**config.mk**
```make
export PLATFORM = sky130hd
export DESIGN_NAME = mem_access_unit_flat
export DESIGN_NICKNAME = d
export VERILOG_FILES = /design/src/rtl/mem_access_unit_if.sv /design/src/rtl/mem_access_unit.sv /design/src/flat_wrapper.sv
export SDC_FILE = /design/constraint.sdc
export NUM_CORES = 1
export LEC_CHECK = 0
export ABC_AREA = 1
export BUFFER_PORTS_ARGS = -buffer_cell sky130_fd_sc_hd__buf_2
export CORE_MARGIN = 1
export CORE_UTILIZATION = 53
export DETAILED_ROUTE_END_ITERATION = 16
export PLACE_DENSITY = 0.81
export SYNTH_ARGS = -nofsm -noshare
export SYNTH_HDL_FRONTEND = slang
export SYNTH_SLANG_ARGS = --single-unit
```
**constraint.sdc**
```tcl
create_clock -name clk -period 1.85 [get_ports clk]
set_input_delay 0 -clock clk [delete_from_list [all_inputs] [get_ports clk]]
set_output_delay 0 -clock clk [all_outputs]
set_load 0.01 [all_outputs]
```
**src/rtl/mem_access_unit_if.sv**
```systemverilog
// Request/response handshake and word-port memory bus for mem_access_unit.
// The slave modport is the unit; the master modport is the CPU/memory side.
interface mem_access_unit_if;
    logic        req_valid;
    logic        req_ready;
    logic        req_we;
    logic [1:0]  req_size;
    logic        req_signed;
    logic [31:0] req_addr;
    logic [31:0] req_wdata;
    logic        resp_valid;
    logic        resp_ready;
    logic [31:0] resp_rdata;
    logic        resp_err;
    logic [31:0] mem_address;
    logic        mem_read;
    logic        mem_write;
    logic [31:0] mem_write_data;
    logic [31:0] mem_out;

    modport slave (
        input  req_valid, req_we, req_size, req_signed, req_addr, req_wdata,
        input  resp_ready, mem_out,
        output req_ready, resp_valid, resp_rdata, resp_err,
        output mem_address, mem_read, mem_write, mem_write_data
    );

    modport master (
        output req_valid, req_we, req_size, req_signed, req_addr, req_wdata,
        output resp_ready, mem_out,
        input  req_ready, resp_valid, resp_rdata, resp_err,
        input  mem_address, mem_read, mem_write, mem_write_data
    );
endinterface

```
**src/rtl/mem_access_unit.sv**
```systemverilog
// Byte/half/word load-store initiator for a big-endian word-only memory; sub-word
// stores use read-modify-write. Latency load/word store 2, sub-word store 3, error 1.
module mem_access_unit #(
    parameter int MEM_BYTES = 1024
) (
    input  logic             clk,
    input  logic             rst_n,
    mem_access_unit_if.slave bus
);
    typedef enum logic [1:0] {IDLE, READ, WRITE, RESP} state_t;

    state_t      state, state_nxt;
    logic        we_q, sgn_q, err_q;
    logic [1:0]  size_q;
    logic [31:0] addr_q, wdata_q, word_q, rdata_q;
    logic        accept, req_err;
    logic [31:0] aligned_in;
    logic [7:0]  byte_lane;
    logic [15:0] half_lane;
    logic [31:0] load_val, merged;

    assign accept     = bus.req_valid && bus.req_ready;
    assign aligned_in = {bus.req_addr[31:2], 2'b00};

    always_comb begin
        req_err = 1'b0;
        if (bus.req_size == 2'b11)                                   req_err = 1'b1;
        if (bus.req_size == 2'b01 && bus.req_addr[0])                req_err = 1'b1;
        if (bus.req_size == 2'b10 && bus.req_addr[1:0] != 2'b00)     req_err = 1'b1;
        if (aligned_in > 32'(MEM_BYTES - 4))                         req_err = 1'b1;
    end

    always_ff @(posedge clk or negedge rst_n) begin
        if (!rst_n) state <= IDLE;
        else        state <= state_nxt;
    end

    always_comb begin
        state_nxt = state;
        case (state)
            IDLE: if (accept) begin
                if (req_err)                                        state_nxt = RESP;
                else if (bus.req_we && bus.req_size == 2'b10)       state_nxt = WRITE;
                else                                                state_nxt = READ;
            end
            READ:    state_nxt = we_q ? WRITE : RESP;
            WRITE:   state_nxt = RESP;
            RESP:    if (bus.resp_ready) state_nxt = IDLE;
            default: state_nxt = IDLE;
        endcase
    end

    // Big-endian lanes: byte offset 0 is the most significant byte of the word.
    always_comb begin
        byte_lane = 8'h00;
        case (addr_q[1:0])
            2'd0: byte_lane = bus.mem_out[31:24];
            2'd1: byte_lane = bus.mem_out[23:16];
            2'd2: byte_lane = bus.mem_out[15:8];
            2'd3: byte_lane = bus.mem_out[7:0];
            default: byte_lane = 8'h00;
        endcase
        half_lane = addr_q[1] ? bus.mem_out[15:0] : bus.mem_out[31:16];
        case (size_q)
            2'b00:   load_val = {{24{sgn_q & byte_lane[7]}}, byte_lane};
            2'b01:   load_val = {{16{sgn_q & half_lane[15]}}, half_lane};
            default: load_val = bus.mem_out;
        endcase
    end

    always_comb begin
        merged = word_q;
        case (size_q)
            2'b00: case (addr_q[1:0])
                2'd0: merged[31:24] = wdata_q[7:0];
                2'd1: merged[23:16] = wdata_q[7:0];
                2'd2: merged[15:8]  = wdata_q[7:0];
                2'd3: merged[7:0]   = wdata_q[7:0];
                default: merged = word_q;
            endcase
            2'b01: begin
                if (addr_q[1]) merged[15:0]  = wdata_q[15:0];
                else           merged[31:16] = wdata_q[15:0];
            end
            default: merged = wdata_q;
        endcase
    end

    always_ff @(posedge clk or negedge rst_n) begin
        if (!rst_n) begin
            we_q    <= 1'b0;
            sgn_q   <= 1'b0;
            err_q   <= 1'b0;
            size_q  <= 2'b00;
            addr_q  <= 32'h0;
            wdata_q <= 32'h0;
            word_q  <= 32'h0;
            rdata_q <= 32'h0;
        end else if (accept) begin
            we_q    <= bus.req_we;
            sgn_q   <= bus.req_signed;
            size_q  <= bus.req_size;
            addr_q  <= bus.req_addr;
            wdata_q <= bus.req_wdata;
            err_q   <= req_err;
            rdata_q <= 32'h0;
        end else if (state == READ) begin
            word_q <= bus.mem_out;
            if (!we_q) rdata_q <= load_val;
        end
    end

    always_comb begin
        bus.req_ready      = (state == IDLE);
        bus.resp_valid     = (state == RESP);
        bus.resp_rdata     = rdata_q;
        bus.resp_err       = err_q;
        bus.mem_read       = (state == READ);
        bus.mem_write      = (state == WRITE);
        bus.mem_address    = 32'h0;
        bus.mem_write_data = 32'h0;
        if (state == READ || state == WRITE) bus.mem_address = {addr_q[31:2], 2'b00};
        if (state == WRITE)                  bus.mem_write_data = merged;
    end
endmodule
```
**src/flat_wrapper.sv**
```systemverilog
// flat-port wrapper written by rule: the top's interface ports become plain ports
module mem_access_unit_flat 
#(
    parameter int MEM_BYTES = 1024
)
  (clk, rst_n, bus_req_valid, bus_req_we, bus_req_size, bus_req_signed, bus_req_addr, bus_req_wdata, bus_resp_ready, bus_mem_out, bus_req_ready, bus_resp_valid, bus_resp_rdata, bus_resp_err, bus_mem_address, bus_mem_read, bus_mem_write, bus_mem_write_data);
  mem_access_unit_if bus_i ();
  input  logic clk;
  input  logic rst_n;
  input wire logic [$bits(bus_i.req_valid)-1:0] bus_req_valid;
  input wire logic [$bits(bus_i.req_we)-1:0] bus_req_we;
  input wire logic [$bits(bus_i.req_size)-1:0] bus_req_size;
  input wire logic [$bits(bus_i.req_signed)-1:0] bus_req_signed;
  input wire logic [$bits(bus_i.req_addr)-1:0] bus_req_addr;
  input wire logic [$bits(bus_i.req_wdata)-1:0] bus_req_wdata;
  input wire logic [$bits(bus_i.resp_ready)-1:0] bus_resp_ready;
  input wire logic [$bits(bus_i.mem_out)-1:0] bus_mem_out;
  output wire logic [$bits(bus_i.req_ready)-1:0] bus_req_ready;
  output wire logic [$bits(bus_i.resp_valid)-1:0] bus_resp_valid;
  output wire logic [$bits(bus_i.resp_rdata)-1:0] bus_resp_rdata;
  output wire logic [$bits(bus_i.resp_err)-1:0] bus_resp_err;
  output wire logic [$bits(bus_i.mem_address)-1:0] bus_mem_address;
  output wire logic [$bits(bus_i.mem_read)-1:0] bus_mem_read;
  output wire logic [$bits(bus_i.mem_write)-1:0] bus_mem_write;
  output wire logic [$bits(bus_i.mem_write_data)-1:0] bus_mem_write_data;
  assign bus_i.req_valid = bus_req_valid;
  assign bus_i.req_we = bus_req_we;
  assign bus_i.req_size = bus_req_size;
  assign bus_i.req_signed = bus_req_signed;
  assign bus_i.req_addr = bus_req_addr;
  assign bus_i.req_wdata = bus_req_wdata;
  assign bus_i.resp_ready = bus_resp_ready;
  assign bus_i.mem_out = bus_mem_out;
  assign bus_req_ready = bus_i.req_ready;
  assign bus_resp_valid = bus_i.resp_valid;
  assign bus_resp_rdata = bus_i.resp_rdata;
  assign bus_resp_err = bus_i.resp_err;
  assign bus_mem_address = bus_i.mem_address;
  assign bus_mem_read = bus_i.mem_read;
  assign bus_mem_write = bus_i.mem_write;
  assign bus_mem_write_data = bus_i.mem_write_data;
  mem_access_unit #(.MEM_BYTES(MEM_BYTES)) u_core (.clk(clk), .rst_n(rst_n), .bus(bus_i));
endmodule
```
==> impl_metrics.yaml <==
status:
  status: "finished, violations left"
  violations: "negative setup slack"
logic_synthesis:
  synth_cells: 1025
  synth_cell_types: 36
  ys_async_sr_fraction_pct: 100
  ys.flop_type: "dfrtp_1"
  yosysSeqAreaShare_pct: 46.2
  ys_ff_latch: 135
  synth_area_um2: 7310
  synth_edf_count: 0
  yosysWarningCount: 0
  syn_area_per_cell_um2: 7.13
clock_tree:
  cts.clk_slew.worst_paths_ns: 0.06
  cts_htree_levels: 4
  cts_buffer_depth: 2
  cts_tree: "yes"
  cts_made_buffers: 17
  cts_root_buf: "clkbuf_16"
  cts.sinks: 135
  clk-insertion-delay-late_ns: 0.43
drt:
  drtIter0Drc: 1106
  avgRoutedWirePerCell_um: 17.7
  detail_route.first_pass.iterations: 7
  via_per_inst: 5.62
  drc_errors: 0
  num_vias: 8629
  wirelength_um: 27200
  ant_nets: 0
worst_setup_path:
  slowest_stage: "dfrtp_2"
  crit_buf_inv: 3
  arrival_ns: 1.95
  crit_fanout: 8
  cp_top_family: "flip-flops"
  reg2regPathDepth: 9
  r2r-end: "u_core.bus.resp_rdata[18]"
  endpoint_kind: "output port"
  worstPathRequired_ns: 1.85
  path_cells: "nor2_8, clkinv_8, buf_8, a21oi_1, o21ai_1, a21oi_2, buf_2"
  critPathKind: "flop to output port"
  rrSetupSlack_ns: 0.03
  max_stage_delay_ns: 0.49
  cp-start-kind: "flop"
  r2r-start: "u_core.size_q[1]"
timing:
  rsz0062_at_grt: "true"
  fin_crit_ns: 1.95
  finalHoldViolCount: 0
  max-slew-margin-rel_pct: 63.0
  setup_ws_ns: -0.103
  fin_crit_sh_pct: 106
  setup_tns_ns: -0.546
  fin_worst_skew_ns: 0.00502
  worst_pin_slew_ns: 0.554
  finalSetupViolCount: 18
  fmax_mhz: 512
  hold_ws_ns: 0.0984
  slew_violations: 0
power:
  ir_worst_vdd_mv: 1.26
  cellPowerDensity_nw_per_um2: 1810
  p_leak_uw: 0.00579
floorplan:
  die_y_um: 119
  core_area_um2: 13300
  rows: 42
  ios: 205
  die_w_um: 119
  start_util_pct: 54.8
  dieArea_um2: 14300
final_layout:
  nNetsFinal: 1458
  drive_gt1_share_pct: 26.1
  fin_area_um2: 10600
  area_growth_syn_to_layout_pct: 45.5
  fillers: 877
  antenna_cells_inserted: 0
  layoutNonFillerInstCount: 1536
grt:
  antenna_found_initial: 0
  grt_pass1_vias: 8406
  grt-ovfl-total: 0
  grt_max_degree: 60
  track_usage_pct: 38.3
  grt_pass1_wl_um: 41900
place:
  hpwl_um: 16600
  gp_congestion: 0.924
  portBuffers: 202
  placed_area_um2: 8560
  dpl.cell_count: 1381
  place_worst_setup_slack_ns: 0.143
hold_path:
  hp-class: "primary input to asynchronous set/reset pin"
job:
  drv_cap: 0
==> repair_timing <==
action | in CTS | in global routing
hold buffers | 103 | 0
pin swaps | 6 | 25
gates resized for setup | 30 | 78
buffers inserted | 9 | 13
cloned | 1 | 1
setup endpoints to repair | 32 | 82
endpoints found under the hold margin | 214 | 0
==> cell usage in the layout, fill, tap and decap left out, types with 20 or more instances in the layout <==
cell / n
dfrtp_1: 130
buf_2: 200
nor2_1: 58
buf_4: 36
o21ai_0: 83
dlygate4sd3_1: 103
nand2_1: 399
nand3_1: 20
inv_1: 91
a21oi_1: 57
o21ai_1: 22
==> sequential cells by signal, summed over array words and instances (netlist names) <==
signal,cells
u_core.addr_q,32
u_core.sgn_q,1
u_core.wdata_q,32
u_core.bus.resp_err,1
u_core.we_q,1
u_core.state,2
u_core.size_q,2
u_core.word_q,32
u_core.bus.resp_rdata,32
==> worst max-delay path by stage <==
stage               slack (ns)  cells after the start                        end             start
floorplan                 0.22                      9  u_core.bus.resp_rdata[30]   u_core.state[1]
global placement          0.21                      7     bus_mem_write_data[29]  u_core.addr_q[1]
detailed placement        0.14                      6     bus_mem_write_data[17]  u_core.addr_q[1]
CTS                      -0.02                      7     bus_mem_write_data[17]  u_core.size_q[1]
global route             -0.14                      7     bus_mem_write_data[31]  u_core.size_q[1]
finish                   -0.10                      7     bus_mem_write_data[26]  u_core.size_q[1]
==> final cells by class <==
cell class | count | area [um^2] | share of cell area [%]
Sequential cell | 135 | 3390 | 31.8
Clock inverter | 4 | 45.0 | 0.424
Timing Repair Buffer | 362 | 2630 | 24.8
Multi-Input combinational cell | 731 | 3440 | 32.3
Inverter | 103 | 418 | 3.93
Clock buffer | 25 | 495 | 4.66
Tap cell | 176 | 220 | 2.07
==> kinds of logic (layout without fill, tap and decap cells) <==
| logic type | after synthesis | after routing | synth area share [%] |
|---|---|---|---|
| and+or+nand+nor | 512 | 512 | 28.2 |
| AOI/OAI and AO/OA | 213 | 213 | 15.5 |
| buffers and inverters | 160 | 494 | 9.31 |
| DFF | 135 | 135 | 46.2 |
| adders and majority gates | 4 | 4 | 0.685 |
| other | 1 | 2 | 0.0513 |
==> metal layers <==
metal	vias to the layer above	GRT usage (%)	part of all wire (%)
met2	618	59.6	46
li1	3875	-	-
met1	3995	47.2	37
met3	141	11.2	11
met5	-	0	0
met4	0	22.4	5.7
==> synthesized netlist by cell type (2+ instances only) <==
cell type / n / area (um^2)
o21ai_1: 4 / 20.0
o211ai_1: 7 / 52.6
nand3_1: 20 / 100
buf_6: 2 / 22.5
a22oi_1: 2 / 15.0
a21oi_1: 72 / 360
inv_2: 6 / 22.5
buf_2: 19 / 95.1
nand4_1: 3 / 18.8
nand2_2: 12 / 75.1
nor2_2: 4 / 25.0
buf_1: 3 / 11.3
buf_4: 6 / 45.0
ha_1: 4 / 50.1
o22ai_1: 13 / 81.3
nand3_4: 2 / 35.0
o221ai_1: 2 / 17.5
inv_1: 96 / 360
clkbuf_1: 26 / 97.6
nand2_1: 404 / 1520
nor2_1: 61 / 229
dfrtp_1: 135 / 3380
o21ai_0: 105 / 526
a31oi_1: 5 / 31.3
==> through the flow <==
stage / util (%) / total power (uW)
global placement: 64.1 / 13900
global route: 79.7 / 20400
CTS: 77.3 / 17800
floorplan: - / 10900
finish: 79.7 / 19200
detailed placement: 64.1 / 14000
==> where the power goes <==
part | switching [uW] | internal (uW) | total, uW
clock | 1210 | 1960 | 3170
combinational | 6650 | 4030 | 10700
sequential | 1030 | 4350 | 5380
total | 8890 | 10300 | 19200
(Power assumes the default switching activity.)
